--- src/rtl/regfile_bypass_pkg.sv ---
// Shared sizing and helpers for the decode-stage register file.
// Eight registers, 3-bit selects; WIDTH defaults to 16.
package regfile_bypass_pkg;

  localparam int NUM_REGS      = 8;
  localparam int REG_SEL_W     = 3;
  localparam int DEFAULT_WIDTH = 16;

  function automatic logic [NUM_REGS-1:0] sel_decode(input logic [REG_SEL_W-1:0] sel);
    logic [NUM_REGS-1:0] v;
    v      = '0;
    v[sel] = 1'b1;
    return v;
  endfunction

endpackage

--- src/rtl/regfile_bypass_read_port.sv ---
// One combinational read port: per-bit 8:1 selection of the stored registers
// with a same-cycle override from the writeback bus. Zero latency, no backpressure.
module regfile_mux8
  import regfile_bypass_pkg::*;
(
  input  logic [NUM_REGS-1:0]  i_in,
  input  logic [REG_SEL_W-1:0] i_sel,
  output logic                 o_out
);
  assign o_out = i_in[i_sel];
endmodule

module regfile_read_port
  import regfile_bypass_pkg::*;
#(
  parameter int WIDTH = DEFAULT_WIDTH
) (
  input  logic [NUM_REGS-1:0][WIDTH-1:0] i_regs,
  input  logic [REG_SEL_W-1:0]           i_sel,
  input  logic                           i_wr_vld,
  input  logic [REG_SEL_W-1:0]           i_wr_sel,
  input  logic [WIDTH-1:0]               i_wr_dat,
  output logic [WIDTH-1:0]               o_rd_dat,
  output logic                           o_hit
);

  logic [WIDTH-1:0] w_store;

  for (genvar b = 0; b < WIDTH; b++) begin : g_bit
    logic [NUM_REGS-1:0] w_col;
    for (genvar r = 0; r < NUM_REGS; r++) begin : g_reg
      assign w_col[r] = i_regs[r][b];
    end
    regfile_mux8 u_mux (
      .i_in  (w_col),
      .i_sel (i_sel),
      .o_out (w_store[b])
    );
  end

  assign o_hit    = i_wr_vld & (i_wr_sel == i_sel);
  assign o_rd_dat = o_hit ? i_wr_dat : w_store;

endmodule

--- src/rtl/regfile_bypass.sv ---
// Eight-entry register file with write-to-read bypass and a pending-write scoreboard.
// Reads are combinational; writes/issues land on the rising edge; no backpressure.
module regfile_bypass
  import regfile_bypass_pkg::*;
#(
  parameter int WIDTH = DEFAULT_WIDTH
) (
  input  logic                 clk,
  input  logic                 rst_n,
  input  logic [REG_SEL_W-1:0] read1RegSel,
  input  logic [REG_SEL_W-1:0] read2RegSel,
  output logic [WIDTH-1:0]     read1Data,
  output logic [WIDTH-1:0]     read2Data,
  input  logic                 writeEn,
  input  logic [REG_SEL_W-1:0] writeRegSel,
  input  logic [WIDTH-1:0]     writeData,
  input  logic                 issueEn,
  input  logic [REG_SEL_W-1:0] issueRegSel,
  output logic                 busy1,
  output logic                 busy2
);

  logic [NUM_REGS-1:0][WIDTH-1:0] r_regs;
  logic [NUM_REGS-1:0]            r_pend;

  logic [NUM_REGS-1:0] w_wr_dec;
  logic [NUM_REGS-1:0] w_is_dec;
  logic                w_byp_vld;
  logic                w_hit1;
  logic                w_hit2;

  assign w_wr_dec  = writeEn ? sel_decode(writeRegSel) : '0;
  assign w_is_dec  = issueEn ? sel_decode(issueRegSel) : '0;
  // Bypass is gated by reset so a write presented during reset never shows on the read ports.
  assign w_byp_vld = writeEn & rst_n;

  always_ff @(posedge clk or negedge rst_n) begin
    if (!rst_n) begin
      r_regs <= '0;
    end else begin
      for (int r = 0; r < NUM_REGS; r++) begin
        if (w_wr_dec[r]) begin
          r_regs[r] <= writeData;
        end
      end
    end
  end

  // A newer producer (issue) takes priority over the completing write to the same register.
  always_ff @(posedge clk or negedge rst_n) begin
    if (!rst_n) begin
      r_pend <= '0;
    end else begin
      r_pend <= w_is_dec | (r_pend & ~w_wr_dec);
    end
  end

  regfile_read_port #(.WIDTH(WIDTH)) u_rd1 (
    .i_regs   (r_regs),
    .i_sel    (read1RegSel),
    .i_wr_vld (w_byp_vld),
    .i_wr_sel (writeRegSel),
    .i_wr_dat (writeData),
    .o_rd_dat (read1Data),
    .o_hit    (w_hit1)
  );

  regfile_read_port #(.WIDTH(WIDTH)) u_rd2 (
    .i_regs   (r_regs),
    .i_sel    (read2RegSel),
    .i_wr_vld (w_byp_vld),
    .i_wr_sel (writeRegSel),
    .i_wr_dat (writeData),
    .o_rd_dat (read2Data),
    .o_hit    (w_hit2)
  );

  assign busy1 = r_pend[read1RegSel] & ~w_hit1;
  assign busy2 = r_pend[read2RegSel] & ~w_hit2;

endmodule

--- config.mk ---
export PLATFORM = sky130hd
export DESIGN_NAME = regfile_bypass
export DESIGN_NICKNAME = d
export VERILOG_FILES = /design/src/rtl/regfile_bypass_pkg.sv /design/src/rtl/regfile_bypass_read_port.sv /design/src/rtl/regfile_bypass.sv
export SDC_FILE = /design/constraint.sdc
export NUM_CORES = 1
export LEC_CHECK = 0
export CORE_ASPECT_RATIO = 0.7
export CORE_UTILIZATION = 50
export DETAILED_ROUTE_END_ITERATION = 10
export DONT_BUFFER_PORTS = 1
export PLACE_DENSITY_LB_ADDON = 0.1
export REMOVE_ABC_BUFFERS = 1
export SETUP_SLACK_MARGIN = 0.1
export SLEW_MARGIN = 20
export SYNTH_ARGS = -nofsm -noshare
export SYNTH_HDL_FRONTEND = slang
export SYNTH_SLANG_ARGS = --single-unit
--- constraint.sdc ---
create_clock -name clk -period 5.1 [get_ports clk]
set_input_delay 1.02 -clock clk [delete_from_list [all_inputs] [get_ports clk]]
set_output_delay 1.02 -clock clk [all_outputs]
set_load 0.005 [all_outputs]
# Word-level counts from Yosys, hierarchy flattened

Index checks and enable logic that the tools add are counted.

Bits of input ports: 32
Output and inout port bits: 34
Flip-flop bits (word level): 136

Bitwise operators: 10
Eq/ne operators: 2
Magnitude comparators: 6
Reductions and logical operators: 2
Multiplexer cells: 76

Operator list:

| operator                                                                            | number |
|---|---|
| 1-bit binary-select mux with 3-bit select                                           | 34 |
| 1-bit two-way mux                                                                   | 36 |
| 16-bit two-way mux                                                                  | 2 |
| 3-bit by 4-bit less-than comparator with 1-bit output, second input constant        | 4 |
| 8-bit two-way mux                                                                   | 2 |
| 8-bit bitwise AND                                                                   | 1 |
| 8-bit inverter                                                                      | 1 |
| 8-bit bitwise OR                                                                    | 1 |
| 1-bit demux with 3-bit select                                                       | 2 |
| 3-bit == test                                                                       | 2 |
| 3-bit by 1-bit greater-or-equal comparator with 1-bit output, second input constant | 2 |
| 1-bit bitwise AND                                                                   | 5 |
| 1-bit logical AND                                                                   | 2 |
| 1-bit inverter                                                                      | 2 |

# Logic depth before layout (Yosys ltp)

Word-level depth: 8
Mapped depth: 6
Gate-level depth less buffers: 3

# Hierarchy

From an unflattened synthesis, not the netlist that was laid out.

Cells, all modules: 464
Area total of the unflattened synthesis: 7928.9 um^2

By module, submodules not included:

| module            | area an instance (um^2) | instances | cells an instance | seq. area each (um^2) |
|---|---|---|---|---|
| regfile_bypass    | 5333.9                  | 1         | 324               | 3403.3 |
| regfile_mux8      | 63.8                    | 32        | 3                 | 0.0 |
| regfile_read_port | 276.5                   | 2         | 22                | 0.0 |

# Least setup slack after synthesis

OpenSTA, ideal clock, no wires.

Kind: in2out
From: in read2RegSel[0]
To: out read2Data[15]
Data arrival time: 2.478 ns
Slack: 1.602 ns
Required time: 4.080 ns
Stages on the path: 5
Path through: buf_2 > buf_4 > mux4_2 > mux2_2 > mux2_2

Cells in the longest elaborated chain, start to end: 3
Elaborated cells on any way between the ends: 5
Classes of those cells: 1 x eq/ne; 3 x mux; 1 x bitwise

Ends and longest elaborated chain:

| element                                                                             | RTL line                                                       | source |
|---|---|---|
| start, declared                                                                     | regfile_bypass.sv:11                                           | `input logic [REG_SEL_W-1:0] read2RegSel,` |
| 1-bit binary-select mux with 3-bit select / 3-bit == test (equally long branches)   | regfile_bypass_read_port.sv:10, regfile_bypass_read_port.sv:41 |  |
| 1-bit two-way mux (implied by the code) / 1-bit bitwise AND (equally long branches) | regfile_bypass_read_port.sv:10, regfile_bypass_read_port.sv:41 |  |
| 16-bit two-way mux *                                                                | regfile_bypass_read_port.sv:42                                 | `assign o_rd_dat = o_hit ? i_wr_dat : w_store;` |
| end, declared                                                                       | regfile_bypass.sv:13                                           | `output logic [WIDTH-1:0] read2Data,` |

Every way passes the cells marked *; elsewhere a longest branch is shown, timed or not. The select of a mux whose other input is x is not followed.

# Final worst setup path

From: in read1RegSel[0]
To: out read1Data[8]

Cells in the longest elaborated chain, start to end: 3
Elaborated cells on any way between the ends: 5
Classes of those cells: 1 x eq/ne; 3 x mux; 1 x bitwise

Ends and longest elaborated chain:

| element                                                                             | RTL line                                                       | source |
|---|---|---|
| start, declared                                                                     | regfile_bypass.sv:10                                           | `input logic [REG_SEL_W-1:0] read1RegSel,` |
| 1-bit binary-select mux with 3-bit select / 3-bit == test (equally long branches)   | regfile_bypass_read_port.sv:10, regfile_bypass_read_port.sv:41 |  |
| 1-bit two-way mux (implied by the code) / 1-bit bitwise AND (equally long branches) | regfile_bypass_read_port.sv:10, regfile_bypass_read_port.sv:41 |  |
| 16-bit two-way mux *                                                                | regfile_bypass_read_port.sv:42                                 |  |
| end, declared                                                                       | regfile_bypass.sv:12                                           | `output logic [WIDTH-1:0] read1Data,` |

Marked as above.

==> flow_summary.ini <==
[floorplanning]
pin_count = 66
core-area_mm2 = 0.0149
start_util = 0.520
chipHeight_um = 106
die_w_um = 151
rows = 37
dieArea_mm2 = 0.0160

[logic_synthesis]
synth.most_common_cell = mux2_2
syn_avg_cell_area_um2 = 15.8
yosys.area.top_type = dfrtp_1
synth_top_family_by_area = multiplexers
synth_seq_area_share = 0.439
yosysWarnings = 0
synthMuxAreaShare = 0.489
yosys-top-cells-count = mux2_2, dfrtp_1, mux4_2
synthSimpleGateAreaFrac = 0.0207
synth_cell_types = 24
ys_ff_latch = 136
synth_top_area_frac = 0.439
syn_inst = 492
synthAdderAreaFrac = 0
synth_flop_cell = dfrtp_1
synth_compound_area_frac = 0.00646
ys_top_cells_by_area = dfrtp_1, mux2_2, mux4_2, mux2_4, buf_1
async_flop_share = 1.00
synth_edf_count = 0
syn_area_mm2 = 0.00775
synthXorXnorAreaFrac = 0.00678

[clock_network]
clkSinkCount = 136
clk_path_buf_depth = 2
cts-resized-gates = 0
hold_buffers = 0
numCtsBuffers = 17
clock-root-buffer = clkbuf_16
clk_pin_slew_ns = 0.06
cts.htree.levels = 4
cts_tree = done
post-cts-setup-buffers = 0
insertion_delay_ns = 0.41

[critical_path]
worstPathArrival_ns = 2.67
cpMaxStageDelayCell = or4_1
reg2reg_depth = 1
r2r_end = r_regs[90]
worstSetupEndpointType = output pin
r2r-start = r_regs[90]
critical_path_class = input port to output pin
regToRegSetupSlack_ns = 4.29
startpoint_type = input port
required_ns = 4.08
max_stage_delay_ns = 0.76
crit_fanout = 35
worstPathCellList = xor2_1 > or4_1 > buf_4 > mux2_4

[run]
cap_violations = 0

[cells_and_area]
finalCoreUtilization = 0.563
n_antenna_cell = 0
fin_nets = 501
layout-drive-gt1-share = 0.634
layout.cells.non_filler = 676
area_delta_synth_final_pct = 8.28

[global_routing]
grt_remaining_overflow = 0
grt_use_total = 0.236
grt_antenna_before_repair = 0
grt_pass1_wl_um = 27400
grt_max_degree = 138
grt_pass1_vias = 4662

[sta]
finClkSkew_ns = 0
rsz0062_at_grt = no
fin_crit_sh = 0.723
timing.slew.headroom = 0.444
max_freq_mhz = 271
fin_crit_ns = 3.69
maxSlewViolCount = 0
worstMarginPinSlew_ns = 0.834
setup_tns_ns = 0
fin_ws_ns = 1.41
finalSetupViolCount = 0
finalHoldViolCount = 0

[routing]
drc = 0
first_pass_iters = 4
ant_nets = 0
via_per_inst = 6.37
num_vias = 4307
drt-initial-drc-count = 222
wl_per_cell_um = 26.0
drt-total-wl_um = 17600

[placement]
dp_cells = 645
place_congestion = 0.739
port_buffers = 0
dp_hpwl_um = 10100
dp_slack_ns = 1.45

[power]
p_leak_nw = 3.42
power_per_cell_area_mw_per_mm2 = 407
vdd_drop_max_uv = 240

[run_status]
status = complete, no violations

[min_path]
hold_class = input port to async pin
==> layout make-up <==
type,count,area [um2]
Multi-Input combinational cell,300,4080
Clock buffer,20,457
Sequential cell,136,3400
Tap cell,195,244
Inverter,4,15.0
Fill cell,1181,6510
Clock inverter,11,125
Timing Repair Buffer,10,75.1
==> routing by layer <==
layer  global-route usage  vias to the layer above  part of all wire
met4               0.0643                        0             0.010
li1                     -                     1849                 -
met3               0.0536                       18             0.054
met1                0.312                     2330              0.43
met2                0.392                      110              0.51
met5                    0                        -                 0
==> flip-flops by register name, indices dropped and copies added (netlist names) <==
register and cells:
r_pend 8, r_regs 128
==> kinds of logic after synthesis <==
kind of cell | count (synthesis)
buffers and inverters | 56
AOI/OAI and AO/OA | 8
DFF | 136
and+or+nand+nor | 24
xor gates and xnor gates | 6
muxes | 262
==> report_power, final <==
| group | leakage (nW) | total (mW) | switching, mW | internal (mW) |
|---|---|---|---|---|
| combinational | 1.52 | 0.731 | 0.197 | 0.534 |
| clock | 0.270 | 1.20 | 0.457 | 0.742 |
| sequential | 1.63 | 1.48 | 0.165 | 1.32 |
| total | 3.42 | 3.41 | 0.819 | 2.59 |
==> worst max-delay path by stage <==
stage	from	endpoint	slack (ns)	cells past startpoint
after floorplan	read1RegSel[0]	read1Data[10]	1.67	3
after global placement	read1RegSel[0]	read1Data[5]	1.50	4
after detailed placement	read1RegSel[0]	read1Data[8]	1.45	4
after CTS	read1RegSel[0]	read1Data[8]	1.45	4
after global routing	read1RegSel[0]	read1Data[6]	1.41	4
final	read1RegSel[0]	read1Data[8]	1.41	4
==> layout by cell type, fill, tap and decap left out, drive strengths merged <==
| cell | Yosys | routed |
|---|---|---|
| and2 | 2 | 2 |
| buf | 45 | 10 |
| bufinv | 0 | 2 |
| clkbuf | 7 | 20 |
| clkinv | 0 | 4 |
| clkinvlp | 0 | 5 |
| dfrtp | 136 | 136 |
| inv | 4 | 4 |
| mux2 | 194 | 194 |
| mux4 | 68 | 68 |
| nand2 | 8 | 8 |
| nand2b | 4 | 4 |
| nand4 | 1 | 1 |
| nand4b | 3 | 3 |
| nor3 | 2 | 2 |
| nor3b | 2 | 2 |
| o21ai | 4 | 4 |
| o22ai | 2 | 2 |
| o32ai | 2 | 2 |
| or4 | 2 | 2 |
| xor2 | 6 | 6 |
==> critical path, delay by kind of cell <==
kind,cells,cell delay (ns)
XOR/XNOR,1,0.16
AND/OR/NAND/NOR,1,0.76
multiplexers,1,0.33
buffers and inverters,1,0.34
==> stage by stage <==
step | power, mW | hold slack, ns | cell area (um2)
floorplan | 2.09 | 0.461 | 7470
global placement | 2.20 | 0.494 | 7810
detailed placement | 2.24 | 0.500 | 7810
CTS | 3.44 | 0.294 | 8390
global route | 3.57 | 0.284 | 8390
finish | 3.41 | 0.302 | 8390
(Power assumes the default switching activity.)
